[src/rtl/cpu_defs_pkg.sv]
// Shared CPU definitions: datapath widths, operand-B select codes,
// ALU control codes and the ID->EX register bundle.
package cpu_defs;

    localparam int XLEN    = 32;
    localparam int RADDR_W = 5;
    localparam int CTRL_W  = 3;

    localparam logic [1:0] B_SEL_RT   = 2'd0;
    localparam logic [1:0] B_SEL_SEXT = 2'd1;
    localparam logic [1:0] B_SEL_ZEXT = 2'd2;
    localparam logic [1:0] B_SEL_RSV  = 2'd3;

    localparam logic [CTRL_W-1:0] ALU_AND = 3'd0;
    localparam logic [CTRL_W-1:0] ALU_OR  = 3'd1;
    localparam logic [CTRL_W-1:0] ALU_ADD = 3'd2;
    localparam logic [CTRL_W-1:0] ALU_SUB = 3'd3;
    localparam logic [CTRL_W-1:0] ALU_SLT = 3'd4;
    localparam logic [CTRL_W-1:0] ALU_SLL = 3'd5;
    localparam logic [CTRL_W-1:0] ALU_SRL = 3'd6;
    localparam logic [CTRL_W-1:0] ALU_SRA = 3'd7;

    typedef struct packed {
        logic [XLEN-1:0]    a;
        logic [XLEN-1:0]    b;
        logic [CTRL_W-1:0]  alu_ctrl;
        logic [RADDR_W-1:0] rd;
        logic               reg_write;
        logic               mem_read;
    } id_ex_t;

endpackage

[src/rtl/fwd_mux.sv]
// Operand forwarding mux for one source register.
// Ports: addr/rf_data in, EX/MEM and MEM/WB write ports in, fwd_data out.
module fwd_mux
    import cpu_defs::*;
(
    input  logic [RADDR_W-1:0] addr,
    input  logic [XLEN-1:0]    rf_data,
    input  logic               exmem_reg_write,
    input  logic [RADDR_W-1:0] exmem_rd,
    input  logic [XLEN-1:0]    exmem_result,
    input  logic               memwb_reg_write,
    input  logic [RADDR_W-1:0] memwb_rd,
    input  logic [XLEN-1:0]    memwb_result,
    output logic [XLEN-1:0]    fwd_data
);

    logic hit_exmem;
    logic hit_memwb;

    // r0 is hard-wired zero, so it never takes a forwarded value
    assign hit_exmem = exmem_reg_write && (exmem_rd == addr)
                       && (addr != '0);
    assign hit_memwb = memwb_reg_write && (memwb_rd == addr)
                       && (addr != '0);

    // the younger producer (EX/MEM) wins over MEM/WB
    always_comb begin
        fwd_data = rf_data;
        if (hit_exmem) begin
            fwd_data = exmem_result;
        end else if (hit_memwb) begin
            fwd_data = memwb_result;
        end
    end

endmodule

[src/rtl/id_ex_operand_stage.sv]
// ID->EX pipeline register: operand forwarding, load-use stall, flush.
// Ports: in_* from ID, exmem_*/memwb_* forwarding, ex_* to EX, stall to IF.
module id_ex_operand_stage
    import cpu_defs::*;
(
    input  logic               clk,
    input  logic               rst_n,
    input  logic               flush,
    input  logic               in_valid,
    output logic               in_ready,
    input  logic [XLEN-1:0]    in_inst,
    input  logic [XLEN-1:0]    in_rs_data,
    input  logic [XLEN-1:0]    in_rt_data,
    input  logic               in_uses_rs,
    input  logic               in_uses_rt,
    input  logic               in_a_sel,
    input  logic [1:0]         in_b_sel,
    input  logic [CTRL_W-1:0]  in_alu_ctrl,
    input  logic [RADDR_W-1:0] in_rd,
    input  logic               in_reg_write,
    input  logic               in_mem_read,
    input  logic               exmem_reg_write,
    input  logic [RADDR_W-1:0] exmem_rd,
    input  logic [XLEN-1:0]    exmem_result,
    input  logic               memwb_reg_write,
    input  logic [RADDR_W-1:0] memwb_rd,
    input  logic [XLEN-1:0]    memwb_result,
    output logic               ex_valid,
    input  logic               ex_ready,
    output logic [XLEN-1:0]    ex_a,
    output logic [XLEN-1:0]    ex_b,
    output logic [CTRL_W-1:0]  ex_alu_ctrl,
    output logic [RADDR_W-1:0] ex_rd,
    output logic               ex_reg_write,
    output logic               ex_mem_read,
    output logic               stall
);

    id_ex_t             ex_q;
    id_ex_t             ex_d;
    logic               ex_valid_q;
    logic               ex_valid_d;
    logic               live_q;
    logic [RADDR_W-1:0] rs_addr;
    logic [RADDR_W-1:0] rt_addr;
    logic [XLEN-1:0]    fwd_rs;
    logic [XLEN-1:0]    fwd_rt;
    logic [XLEN-1:0]    a_d;
    logic [XLEN-1:0]    b_d;
    logic [15:0]        imm;
    logic               hazard;
    logic               transfer;
    logic               unused_opcode;

    assign rs_addr       = in_inst[25:21];
    assign rt_addr       = in_inst[20:16];
    assign imm           = in_inst[15:0];
    assign unused_opcode = ^in_inst[31:26];

    fwd_mux u_fwd_rs (
        .addr            (rs_addr),
        .rf_data         (in_rs_data),
        .exmem_reg_write (exmem_reg_write),
        .exmem_rd        (exmem_rd),
        .exmem_result    (exmem_result),
        .memwb_reg_write (memwb_reg_write),
        .memwb_rd        (memwb_rd),
        .memwb_result    (memwb_result),
        .fwd_data        (fwd_rs)
    );

    fwd_mux u_fwd_rt (
        .addr            (rt_addr),
        .rf_data         (in_rt_data),
        .exmem_reg_write (exmem_reg_write),
        .exmem_rd        (exmem_rd),
        .exmem_result    (exmem_result),
        .memwb_reg_write (memwb_reg_write),
        .memwb_rd        (memwb_rd),
        .memwb_result    (memwb_result),
        .fwd_data        (fwd_rt)
    );

    // shifts take rt on A so the shamt field of imm lands on B[10:6]
    assign a_d = in_a_sel ? fwd_rt : fwd_rs;

    always_comb begin
        b_d = '0;
        unique case (in_b_sel)
            B_SEL_RT:   b_d = fwd_rt;
            B_SEL_SEXT: b_d = {{16{imm[15]}}, imm};
            B_SEL_ZEXT: b_d = {16'b0, imm};
            B_SEL_RSV:  b_d = '0;
            default:    b_d = '0;
        endcase
    end

    // a load in EX cannot forward yet: hold ID one cycle
    assign hazard = ex_valid_q && ex_q.mem_read && (ex_q.rd != '0)
                    && ((in_uses_rs && (ex_q.rd == rs_addr))
                     || (in_uses_rt && (ex_q.rd == rt_addr)));

    // live_q keeps in_ready low until the first edge after reset
    assign in_ready = live_q && (!ex_valid_q || ex_ready)
                      && !hazard && !flush;
    assign transfer = in_valid && in_ready;
    assign stall    = in_valid && hazard;

    always_comb begin
        ex_valid_d = ex_valid_q;
        ex_d       = ex_q;
        if (flush) begin
            ex_valid_d     = 1'b0;
            ex_d.alu_ctrl  = '0;
            ex_d.rd        = '0;
            ex_d.reg_write = 1'b0;
            ex_d.mem_read  = 1'b0;
        end else if (transfer) begin
            ex_valid_d     = 1'b1;
            ex_d.a         = a_d;
            ex_d.b         = b_d;
            ex_d.alu_ctrl  = in_alu_ctrl;
            ex_d.rd        = in_rd;
            ex_d.reg_write = in_reg_write;
            ex_d.mem_read  = in_mem_read;
        end else if (ex_ready) begin
            ex_valid_d     = 1'b0;
            ex_d.alu_ctrl  = '0;
            ex_d.rd        = '0;
            ex_d.reg_write = 1'b0;
            ex_d.mem_read  = 1'b0;
        end
    end

    always_ff @(posedge clk or negedge rst_n) begin
        if (!rst_n) begin
            ex_valid_q <= 1'b0;
            ex_q       <= '0;
            live_q     <= 1'b0;
        end else begin
            ex_valid_q <= ex_valid_d;
            ex_q       <= ex_d;
            live_q     <= 1'b1;
        end
    end

    assign ex_valid     = ex_valid_q;
    assign ex_a         = ex_q.a;
    assign ex_b         = ex_q.b;
    assign ex_alu_ctrl  = ex_q.alu_ctrl;
    assign ex_rd        = ex_q.rd;
    assign ex_reg_write = ex_valid_q && ex_q.reg_write;
    assign ex_mem_read  = ex_valid_q && ex_q.mem_read;

endmodule

[config.mk]
export PLATFORM = sky130hd
export DESIGN_NAME = id_ex_operand_stage
export DESIGN_NICKNAME = d
export VERILOG_FILES = /design/src/rtl/cpu_defs_pkg.sv /design/src/rtl/fwd_mux.sv /design/src/rtl/id_ex_operand_stage.sv
export SDC_FILE = /design/constraint.sdc
export NUM_CORES = 1
export LEC_CHECK = 0
export CAP_MARGIN = 30
export CORE_MARGIN = 3
export CORE_UTILIZATION = 40
export DETAILED_ROUTE_END_ITERATION = 16
export HOLD_SLACK_MARGIN = 0.03
export PLACE_DENSITY = 0.78
export SLEW_MARGIN = 20
export SYNTH_ARGS = -nofsm -noshare
export SYNTH_HDL_FRONTEND = slang
export SYNTH_HIERARCHICAL = 1
export SYNTH_SLANG_ARGS = --single-unit
[constraint.sdc]
create_clock -name clk -period 2 [get_ports clk]
set_clock_uncertainty 0.05 [all_clocks]
set_input_delay 0.4 -clock clk [delete_from_list [all_inputs] [get_ports clk]]
set_output_delay 0.4 -clock clk [all_outputs]
set_load 0.05 [all_outputs]
# Word level (Yosys, flattened, before mapping)

Index checks and enable logic that the tools add are counted.

Output and inout bits: 77
Input port bits: 192
Logic and storage cells: 60
Bits in registers: 76

Reductions and logical operators: 30
Bitwise gates (word level): 1
Equal/unequal tests: 9
Muxes and demuxes: 12

Operators with widths:

| kind                                                                  | count |
|---|---|
| 32-bit two-way mux                                                    | 5 |
| 32-bit one-hot mux with 4 select lines                                | 1 |
| 5-bit equality test                                                   | 6 |
| 10-bit two-way mux                                                    | 3 |
| 1-bit logical AND                                                     | 19 |
| 5-bit nonzero test                                                    | 3 |
| 2-bit equality test, second input constant                            | 2 |
| 1-bit zero test                                                       | 3 |
| 1-bit two-way mux                                                     | 3 |
| 3-bit nonzero test                                                    | 1 |
| 2-bit by 1-bit equality test with 1-bit output, second input constant | 1 |
| 2-bit zero test                                                       | 1 |
| 1-bit logical OR                                                      | 2 |
| 2-bit AND reduction                                                   | 1 |
| 1-bit inverter                                                        | 1 |

# Depth between registers and ports, before layout

Word-level depth: 10
Gate-level depth with buffers: 9
Mapped depth without buffers: 7

# Cells and area by module

The synthesis kept the hierarchy.

Modules (own cells, without submodules):

| module              | cells each | times used | seq. area each (um2) | area an instance (um2) |
|---|---|---|---|---|
| id_ex_operand_stage | 409        | 1          | 1,901.8              | 4,456.8 |
| fwd_mux             | 198        | 2          | 0.0                  | 1,103.6 |

# Least setup slack after synthesis

OpenSTA, ideal clock, no wires.

Path kind: register to output
Start: register ex_valid_q, in the netlist ex_valid
End: output in_ready
Buffers on the path: 1
Stages on the path, launching flop included: 5
Required time: 1.550 ns
Arrival time: 2.521 ns
Path slack: -0.971 ns
Cell sequence: dfrtp_1 nor2b_1 nor3b_1 clkbuf_1 a21boi_0

Word-level cells in the longest chain between the ends: 6
Elaborated cells on any way between the ends: 9
Those cells by class: reduce/logical: 9

RTL lines:

| element                            | RTL line                   | RTL |
|---|---|---|
| start: declaration                 | id_ex_operand_stage.sv:41  | `logic ex_valid_q;` |
| start signal: assignment           | id_ex_operand_stage.sv:141 | `ex_valid_q <= ex_valid_d;` |
| 1-bit logical AND (2 in a row)     | id_ex_operand_stage.sv:99  | `assign hazard = ex_valid_q && ex_q.mem_read && (ex_q.rd != '0)` |
| 1-bit logical AND                  | id_ex_operand_stage.sv:100 | `&& ((in_uses_rs && (ex_q.rd == rs_addr))` |
| 1-bit zero test                    | id_ex_operand_stage.sv:105 | `&& !hazard && !flush;` |
| 1-bit logical AND (*) (2 in a row) | id_ex_operand_stage.sv:105 |  |
| end: declaration                   | id_ex_operand_stage.sv:10  | `output logic in_ready,` |

Mark *: on every way between the ends. The rest lies on a longest branch, timed or not.

# Worst setup path in the final report

Start: register ex_q (netlist bit ex_rd[1])
End: output stall

Word-level cells in the longest chain between the ends: 5
Elaborated cells on any way between the ends: 9
Those cells by class: eq/ne: 2; reduce/logical: 7

RTL lines:

| element                                       | RTL line                                               | RTL |
|---|---|---|
| start: declaration                            | id_ex_operand_stage.sv:39                              | `id_ex_t ex_q;` |
| start signal: assignment                      | id_ex_operand_stage.sv:138                             | `ex_q <= '0;` |
| start signal: assignment                      | id_ex_operand_stage.sv:142                             | `ex_q <= ex_d;` |
| 5-bit equality test, on equally long branches | id_ex_operand_stage.sv:100, id_ex_operand_stage.sv:101 |  |
| 1-bit logical AND, on equally long branches   | id_ex_operand_stage.sv:100, id_ex_operand_stage.sv:101 |  |
| 1-bit logical OR                              | id_ex_operand_stage.sv:101                             | `\|\| (in_uses_rt && (ex_q.rd == rt_addr)));` |
| 1-bit logical AND (*)                         | id_ex_operand_stage.sv:100                             |  |
| 1-bit logical AND (*)                         | id_ex_operand_stage.sv:107                             | `assign stall = in_valid && hazard;` |
| end: declaration                              | id_ex_operand_stage.sv:36                              | `output logic stall` |

Marked as above.

==> results.md <==
* H-tree levels at 3
* Clk network pwr share at between 20% and 30%
* Area of the core at between 0.015 and 0.02 mm2
* Top FF cell, synth: dfrtp_1
* Hold Vio Cnt, Final at 0
* Pin count of the biggest net entering global routing at 33
* Placed Cells at 1219
* CP delay by family, top: simple AND/OR/NAND/NOR gates
* First DRT Iteration DRCs at 608
* Distinct cells, synth at 35
* Worst VDD drop at 0.0004749 V
* Layout fillers at 1157
* Fin crit period at 2398 ps
* R2R Setup Slk at -390 ps
* Top cells by area, synth: dfrtp_1 (29%), buf_4 (9.8%), mux2_2 (9.3%)
* Fmax at 0.4170 GHz
* Initial antenna violation count at 1
* Post-synth top cells: buf_4 (87), inv_1 (80), dfrtp_1 (76), o21ai_0 (76)
* DP Wirelength at between 15000 and 20000 um
* Status: complete, but fails checks
* Seq/Total Area, Yosys at approximately 29%
* CTS max path bufs at 2
* Final Cycle Share at 119.9%
* Synthesized instance count at 805
* Crit-path max cell delay at 540 ps
* Vias in the first global route at 7612
* Total CTS buffers at 9
* Drt total wl at 29050 um
* Slew Viols, Final at 0
* EDFF count, synth at 0
* Chip height at 135.1 um
* Power Total at 0.008071 W
* Largest family of logic cells by synthesized area: multiplexers
* IO buf count at 262
* Reg clk slew, reported paths at ~60 ps
* Clk sinks at 76
* Synth warnings at 6
* Die area at 0.01824 mm2
* Pint at 0.005008 W
* Top cell type's share of synthesized area at between 20 and 30%
* Design Area, Final at approximately 0.011 mm2
* Final Non-Filler Cells at 1287
* Worst Path Required at 1550 ps
* Setup Viol. Count Final at between 70 and 80
* Leakage at 5.042 nW
* Worst skew pair latency at 340 ps
* Fraction of layout cells with a size suffix above 1 at 30.00%
* Avg WL per Cell at 22.57 um
* Total grt overflow at 0
* Multiplexer share of the synthesized area at 18.33%
* Placed cell areas at between 0.009 and 0.01 mm2
* Syn Nets at 997
* Pwr per Cell Area at 702.5 mW/mm2
* GPL Wtd Cong at 0.8324
* CP startpoint kind: register
* Root Driver: clkbuf_16
* #FFs+latches synth at 76
* Actual slew at the worst max-slew pin at 721.7 ps
* Crit path kind: reg2out
* Critical-path cell list: or4_1 > o21a_1 > buf_6 > and3_4 > buf_12
* # rows at 46
* Vias per Instance at 5.772
* Post-synthesis adder-cell area fraction at 0%
* DRC at 0
* Critical-path top delay cell: or4_1
* CTS tree: built
* Global router's overall resource usage at 30.33%
* Via count at 7428
* Synth Area in Compound Gates at between 10% and 20%
* Final Worst Setup Slack at -398.4 ps
* RSZ-0062 raised after global routing: yes
* Most frequent cell after synthesis: buf_4
* Crit path DAT at between 1500 and 2000 ps
* Sequential Area at 0.001903 mm2
* Pre-CTS setup slack at -927.8 ps
* Comb power frac at 48.3%
* Critical Path Sink Type: primary output
* Chip width at 135.1 um
* Failing checks: setup timing
* Min-delay worst type: reg2reg
* Synth-to-layout area growth at 72.42%
* Post-detailed-route count of antenna-violating nets at 0
* Layout Nets at 1257
* Slew margin rel. at 51.71%
* Post-Syn Area per Cell at slightly above 8 um2
* First-pass GRT wire length at 43040 um
* Starting Density at 41.35%
* IO Count at 269
* Synth area leader: dfrtp_1
* Crit-path max FO at 2
* Max cap viols at 0
* XOR/XNOR Fraction of Synth Area at slightly below 4%
* Switching share of power at 37.96%
* Drt pass-1 iters at 6
* Multi-input logic area at 0.004342 mm2
* Hold WS at 463.4 ps
* Synthesized cell area at 0.006664 mm2
* Asr flop ratio synth at 100.0%
* Worst Path Buf+Inv at 2
* Switching pwr at 0.003064 W
* Sequential power share at 25.6%
* Simple-Gate Fraction of Synth Area at 14.46%
[logic make-up after synthesis]
group | after synthesis
buf+inv | 219
compound gates | 189
simple gates | 178
mux | 112
flops | 76
xor+xnor | 30
other cells | 1
[state kept, by name, summed over array words and instances, names as in the netlist]
name / flops
ex_rd: 5
ex_valid: 1
live_q: 1
ex_a: 32
ex_alu_ctrl: 3
ex_b: 32
ex_q: 2
[placed cells by master, fill, tap and decap left out, types with 5 or more instances in the layout]
cell             instances
o21ai_0                 44
mux2_2                  15
xnor2_1                 23
xnor2_2                  6
nand4_1                  6
buf_12                  28
o21ai_1                 35
or3_4                    6
buf_2                    7
mux2_4                  65
buf_8                    5
a31oi_2                  6
dfrtp_1                 75
nor3_1                  50
nor3_2                  12
inv_1                   80
a21oi_1                 26
mux2i_1                 32
clkbuf_16               12
buf_4                   78
a21o_1                  11
buf_6                   26
a31oi_1                 40
dlygate4sd2_1           11
dlymetal6s2s_1          16
clkdlybuf4s50_1        198
buf_16                  11
nand2_1                 30
a31oi_4                 18
or3_1                   58
[metrics by stage]
step | TNS [ps] | utilization, %
after floorplan | -14470 | -
after global placement | -54220 | 58.07
after detailed placement | -56650 | 58.07
after CTS | -21550 | 69.03
after global routing | -25060 | 71.30
final | -22330 | 71.30
[worst register-to-register path, cell delays in order (launching register included)]
cell	delay [ps]
dfrtp_1	380
or4_1	540
o21a_1	240
buf_6	140
a21oi_4	160
buf_12	170
buf_12	150
clkbuf_16	160
mux2_4	300
[layer usage]
metal | track usage [%] | wire (um) | up-vias
met2 | 49.75 | 14080 | 498
met1 | 38.28 | 11170 | 3551
li1 | - | - | 3271
met4 | 14.78 | 1181 | 0
met3 | 6.036 | 2617 | 108
met5 | 0 | 0 | -
[final timing paths]
| path | start | cells after the start | to |
|---|---|---|---|
| min reg2reg | ex_a[19] | 1 | ex_a[19] |
| max in group asynchronous | rst_n | 3 | ex_b[10] |
| min in group asynchronous | rst_n | 2 | ex_b[7] |
| min | ex_a[19] | 1 | ex_a[19] |
| max reg2reg | ex_rd[1] | 8 | ex_a[16] |
| max | ex_rd[1] | 5 | stall |
[repair_timing]
item | 4_1_cts | 5_1_grt
gates cloned | 20 | 3
endpoints found under the hold margin | 24 | 0
resized for setup | 196 | 102
pin swaps | 39 | 24
buffers inserted | 30 | 7
hold buffers | 1 | 0
endpoints found under the setup margin | 70 | 87
[power by group through the flow]
stage	logic (W)	clock network [W]	registers (W)
2_1_floorplan	0.00241	0	0.00200
3_3_place_gp	0.00327	0	0.00206
3_5_place_dp	0.00331	0	0.00207
4_1_cts	0.00376	0.00213	0.00205
5_1_grt	0.00404	0.00218	0.00210
6_report	0.00390	0.00211	0.00206
[cell type report]
class / instances / share of cell area (%)
repair buffers: 388 / 37.38
clock inverters: 4 / 1.045
flip-flops and latches: 76 / 16.56
multi-input cells: 510 / 37.79
clock buffers: 12 / 2.232
inverters: 80 / 2.614
well taps: 216 / 2.352
diodes: 1 / 0.02178
(Power assumes the default switching activity.)
